==> src/rtl/pipelined_cla_adder.sv <==
// Pipelined carry-lookahead adder/subtractor with valid/ready on both sides.
// Each stage resolves GROUPS_PER_STAGE lookahead groups; the carry moves between stages through registers.
module pipelined_cla_adder #(
    parameter int unsigned WIDTH            = 32,
    parameter int unsigned GROUP            = 4,
    parameter int unsigned GROUPS_PER_STAGE = 2
) (
    input  logic             clk,
    input  logic             rst,
    input  logic             in_valid,
    output logic             in_ready,
    input  logic [WIDTH-1:0] a,
    input  logic [WIDTH-1:0] b,
    input  logic             carry_in,
    input  logic             sub,
    output logic             out_valid,
    input  logic             out_ready,
    output logic [WIDTH-1:0] sum,
    output logic             carry_out,
    output logic             overflow
);

    localparam int unsigned STAGE_W = GROUP * GROUPS_PER_STAGE;
    localparam int unsigned LAT     = WIDTH / STAGE_W;

    typedef struct packed {
        logic [STAGE_W-1:0] s;
        logic               c;
        logic               ovf;
    } slice_t;

    // One stage worth of lookahead groups; ovf is carry-into-top-bit xor carry-out.
    function automatic slice_t cla_slice(input logic [STAGE_W-1:0] x,
                                         input logic [STAGE_W-1:0] y,
                                         input logic               c_in);
        slice_t r;
        logic   c_grp, c_bit, g_grp, p_grp, gb, pb;
        r     = '0;
        c_grp = c_in;
        for (int unsigned j = 0; j < GROUPS_PER_STAGE; j++) begin
            g_grp = 1'b0;
            p_grp = 1'b1;
            c_bit = c_grp;
            for (int unsigned i = 0; i < GROUP; i++) begin
                gb                 = x[j*GROUP+i] & y[j*GROUP+i];
                pb                 = x[j*GROUP+i] | y[j*GROUP+i];
                r.s[j*GROUP+i]     = x[j*GROUP+i] ^ y[j*GROUP+i] ^ c_bit;
                r.ovf              = c_bit;
                c_bit              = gb | (pb & c_bit);
                g_grp              = gb | (pb & g_grp);
                p_grp              = p_grp & pb;
            end
            c_grp = g_grp | (p_grp & c_grp);
        end
        r.c   = c_grp;
        r.ovf = r.ovf ^ c_grp;
        return r;
    endfunction

    logic [WIDTH-1:0] a_q   [LAT];
    logic [WIDTH-1:0] b_q   [LAT];
    logic [WIDTH-1:0] sum_q [LAT];
    logic [WIDTH-1:0] a_d   [LAT];
    logic [WIDTH-1:0] b_d   [LAT];
    logic [WIDTH-1:0] sum_d [LAT];
    logic [LAT-1:0]   c_q, c_d, v_q, v_d;
    logic             ovf_q, ovf_d;
    slice_t           res [LAT];
    logic [WIDTH-1:0] b_eff;
    logic             adv;

    assign adv       = ~v_q[LAT-1] | out_ready;
    assign in_ready  = adv & ~rst;
    assign b_eff     = sub ? ~b : b;
    assign out_valid = v_q[LAT-1];
    assign sum       = sum_q[LAT-1];
    assign carry_out = c_q[LAT-1];
    assign overflow  = ovf_q;

    // Operand registers hold only not-yet-consumed bits, shifted down so each stage reads the low slice.
    always_comb begin
        res[0]                   = cla_slice(a[STAGE_W-1:0], b_eff[STAGE_W-1:0], sub | carry_in);
        a_d[0]                   = a >> STAGE_W;
        b_d[0]                   = b_eff >> STAGE_W;
        sum_d[0]                 = '0;
        sum_d[0][STAGE_W-1:0]    = res[0].s;
        c_d                      = '0;
        v_d                      = '0;
        c_d[0]                   = res[0].c;
        v_d[0]                   = in_valid & in_ready;
        for (int unsigned k = 1; k < LAT; k++) begin
            res[k]   = cla_slice(a_q[k-1][STAGE_W-1:0], b_q[k-1][STAGE_W-1:0], c_q[k-1]);
            a_d[k]   = a_q[k-1] >> STAGE_W;
            b_d[k]   = b_q[k-1] >> STAGE_W;
            sum_d[k] = sum_q[k-1];
            sum_d[k][k*STAGE_W +: STAGE_W] = res[k].s;
            c_d[k]   = res[k].c;
            v_d[k]   = v_q[k-1];
        end
        ovf_d = res[LAT-1].ovf;
    end

    // Whole pipeline, bubbles included, moves only on adv.
    always_ff @(posedge clk) begin
        if (rst) begin
            for (int unsigned k = 0; k < LAT; k++) begin
                a_q[k]   <= '0;
                b_q[k]   <= '0;
                sum_q[k] <= '0;
            end
            c_q   <= '0;
            v_q   <= '0;
            ovf_q <= 1'b0;
        end else if (adv) begin
            a_q   <= a_d;
            b_q   <= b_d;
            sum_q <= sum_d;
            c_q   <= c_d;
            v_q   <= v_d;
            ovf_q <= ovf_d;
        end
    end

endmodule

==> config.mk <==
export PLATFORM = sky130hd
export DESIGN_NAME = pipelined_cla_adder
export DESIGN_NICKNAME = d
export VERILOG_FILES = /design/src/rtl/pipelined_cla_adder.sv
export SDC_FILE = /design/constraint.sdc
export NUM_CORES = 1
export LEC_CHECK = 0
export BUFFER_PORTS_ARGS = -buffer_cell sky130_fd_sc_hd__buf_4
export CAP_MARGIN = 40
export CORE_MARGIN = 2
export CORE_UTILIZATION = 50
export DETAILED_ROUTE_END_ITERATION = 7
export PLACE_DENSITY_LB_ADDON = 0.08
export SLEW_MARGIN = 15
export SYNTH_ARGS = -nofsm -noshare
export SYNTH_HDL_FRONTEND = slang
export SYNTH_SLANG_ARGS = --single-unit
==> constraint.sdc <==
create_clock -name clk -period 8.43 [get_ports clk]
set_input_delay 0.4215 -clock clk [delete_from_list [all_inputs] [get_ports clk]]
set_output_delay 0.4215 -clock clk [all_outputs]
set_load 0.05 [all_outputs]
==> run summary <==
The min-delay analysis places its worst path in the category primary input to register. The logs give 3.36 ns for the arrival time of the worst setup path and 2 for the maximum clock insertion buffer count. Setup repair after global routing left no endpoint under its margin.

The die covers 18100 um^2. Counting flops with a built-in enable in the synthesized netlist gives 0. The smallest setup slack after layout is 5.37 ns. Number of nets with antenna violations after routing: 0.

Summed over all nets, the half-perimeter wirelength after detailed placement is 10900 um. The logs give 18.4% for the all-layer global routing usage and 0 for the total number of yosys warnings. The normalized max-slew margin came out at 47.7%. The first detailed-routing pass ran for 4 iterations. The clock tree synthesis step divided the H-tree into 4 levels. A synthesized cell averages 8.27 um^2. The sequential cells in the finished layout cover a total of 3700 um^2. The top flip-flop cell by instance count after synthesis is dfxtp_1. The commonest cells after synthesis are nand2_1, dfxtp_1, a21oi_1. Final hold analysis gives a worst-case slack of 0.242 ns. The die is 134 um wide. TritonCTS built the clock tree.

The flow ran to the end, and the final reports show no timing, DRC or antenna violations. For the post-synthesis sequential area ratio, the log shows 43.6%. The number of clock buffers added by TritonCTS is 17. The most common cell in the netlist is nand2_1. For the count of endpoints failing hold in the final timing report, the log shows 0.

Using the TritonRoute via totals, the vias-per-cell ratio works out to 4.78. After technology mapping, the gate count stands at 1028. After filler insertion, the fill cell instance count of the layout stands at 1635. The number of global-route vias before repair was 5535; the cell area power density was 198 nW/um^2. Synthesis produced a netlist with a net count of 1186. The run gives 0 as the number of resized instances in the post-cts repair step. The post-synthesis cell type count came out at 33. Fraction of synthesized cell area in xor and xnor cells: 4.12%. The run gives 106 as the I/O pin count. The pin count of the biggest net entering global routing was 98; the largest fanout on the critical path was 33. The first global-routing pass estimated 27000 um of wire. The multi-input combinational cells in the finished layout cover a total of 4210 um^2. The run gives 0 as the number of buffers inserted by post-CTS setup repair. For this block, the routed nets add up to 16500 um of wire. The total congestion overflow is 0, and the final-layout setup total negative slack is 0 ns.

The power after layout came out at 1.97 mW. After clock tree synthesis, the clock-pin slew on the worst setup and hold paths is 0.06 ns. The setup-violating endpoint count in the final report is 0, and the post-route minimum period is 3.06 ns.

The synthesized netlist devotes 15.9% of its cell area to simple gates. Of the post-synthesis cell area, the dominant cell type holds 43.6%. The tools report the worst path required time as 8.74 ns. Summed over all cells, the static leakage comes to 4.31 nW.

The detailed router finished its first iteration with 396 violations. The latest clock arrival within the worst-skew pair came out at 0.43 ns. The worst setup path is captured at a register. In this run, synthesis produced a sequential element count of 185. Summing the areas of all compound-gate instances in the mapped netlist gives 14.3% of the synthesized area.

The die is 134 um tall. The finished layout holds 1326 standard cells, fillers aside. Of the post-synthesis cell area, the part taken by muxes is 0%. The initial antenna violation count was 0; the final cell area excluding filler cells was 9970 um^2.

The tools report the clock skew after layout as 0.00698 ns. After detailed routing, the number of remaining DRC violations is 0. The final route contains 6338 vias. Once the floorplan was initialized, standard cells occupied 51.2% of the core. After synthesis, the largest family of logic cells by area is simple AND/OR/NAND/NOR gates. The tools report the final net count as 1251. At the end of the flow the core is filled with cells to 60.1%. Yosys attributes the largest share of cell area to dfxtp_1, nand2_1, ha_1. The number of buffers inserted by hold repair at cts is 0. The biggest area contributor in the post-synthesis netlist is dfxtp_1. The run gives 1293 as the number of placed instances, taps included.

Final weighted congestion in routability-driven placement: 0.772. STA classifies the critical path startpoint as a primary input. Clock tree root buffer cell: clkbuf_16. For the core area, the log shows 16600 um^2.

Input and output buffers added on the ports amount to 105. Of all flip-flops after synthesis, the portion carrying an async set or reset was 0%. For the cell row count, the log shows 47. The final critical path takes up 36.3% of the cycle.

Timing would allow up to 327 MHz. The critical path in this run is classified as primary input to register. Prior to clock tree synthesis, the placed netlist has a worst setup slack of 4.91 ns. For the pin with the worst max-slew slack, the measured transition is 0.785 ns. The final max-slew violation count was 0.

Number of clock sinks: 185. Summing every instance area after synthesis gives 8500 um^2. From synthesis to final layout, the design area changed by 17.3%. After Yosys synthesis, full adders, half adders and majority gates account for 15.1% of the synthesized area. Dividing the detail-routed wire length by the instance count gives 12.4 um. The number of antenna cells inserted was 0; the fraction of layout cells with a size suffix above 1 was 13.5%. Across the run, the number of max-cap violations was 0.

Once placement finished, the instance area stood at 9380 um^2. The worst-case IR drop observed on VDD is 158 uV.
-- sequential cells by signal, indices dropped and copies added, names as in the netlist --
register	count
a_q	24
b_q	24
c_q	4
v_q	4
b_d	24
sum_d	48
a_d	24
overflow	1
sum	32
-- path summary, 6_finish.rpt --
check | from | end | slack (ns) | cells past startpoint
setup / recovery | sub | sum_d[70] | 5.37 | 12
hold / removal | a[11] | a_q[99] | 0.24 | 3
setup reg to reg | a_q[32] | overflow | 5.50 | 12
hold reg to reg | sum[8] | sum[8] | 0.45 | 2
-- logic make-up (layout without fill, tap and decap cells) --
kind of cell | Yosys count | after routing
compound gates | 210 | 210
buf+inv | 155 | 233
simple gates | 350 | 350
flops | 185 | 185
xor+xnor | 40 | 40
fa+ha+maj | 88 | 88
-- layout make-up --
class                      instances  share of cell area (%)
clock buffer                      19                    4.44
multi-input combinational        688                    42.2
sequential                       185                    37.1
timing repair buffer             112                    8.87
inverter                          89                    3.35
tap                              220                    2.76
clock inverter                    13                    1.18
-- where the power goes --
part	switching (mW)	leakage (nW)	total, mW	internal [mW]
registers	0.0384	1.52	0.972	0.934
clock network	0.344	0.275	0.762	0.418
logic	0.133	2.51	0.236	0.103
-- worst max-delay path, stage by stage --
cell	delay, ns
buf_4	0.42
xor2_1	0.23
inv_1	0.09
ha_1	0.19
o311a_1	0.35
o31a_1	0.29
fa_1	0.39
fa_1	0.36
inv_1	0.07
fa_1	0.40
nand2_1	0.07
a21oi_1	0.06
-- metal layers --
layer	vias up	GRT usage, %	share of wire, %
li1	3390	-	-
met1	2820	29.6	56
met5	-	0	0
met4	0	5.96	1.5
met2	109	24.2	39
met3	19	3.67	3.8
-- placed cells by master (no fill, tap or decap), drive strengths merged --
| cell | count |
|---|---|
| nor4b | 2 |
| buf | 112 |
| or4 | 1 |
| a311oi | 2 |
| xnor2 | 25 |
| o311a | 1 |
| a211oi | 39 |
| xor2 | 15 |
| bufinv | 1 |
| nor3 | 2 |
| clkinv | 5 |
| or3 | 1 |
| o41ai | 2 |
| fa | 24 |
| a221oi | 1 |
| a21boi | 2 |
| clkinvlp | 2 |
| nor2b | 1 |
| o31ai | 1 |
| o21ai | 4 |
| a21oi | 153 |
| dfxtp | 185 |
| nor4 | 3 |
| nand2 | 282 |
| o31a | 2 |
| inv | 94 |
| nand2b | 4 |
| o21bai | 3 |
| nor2 | 54 |
| clkbuf | 19 |
| ha | 64 |
Power figures use the tool's default switching activity.
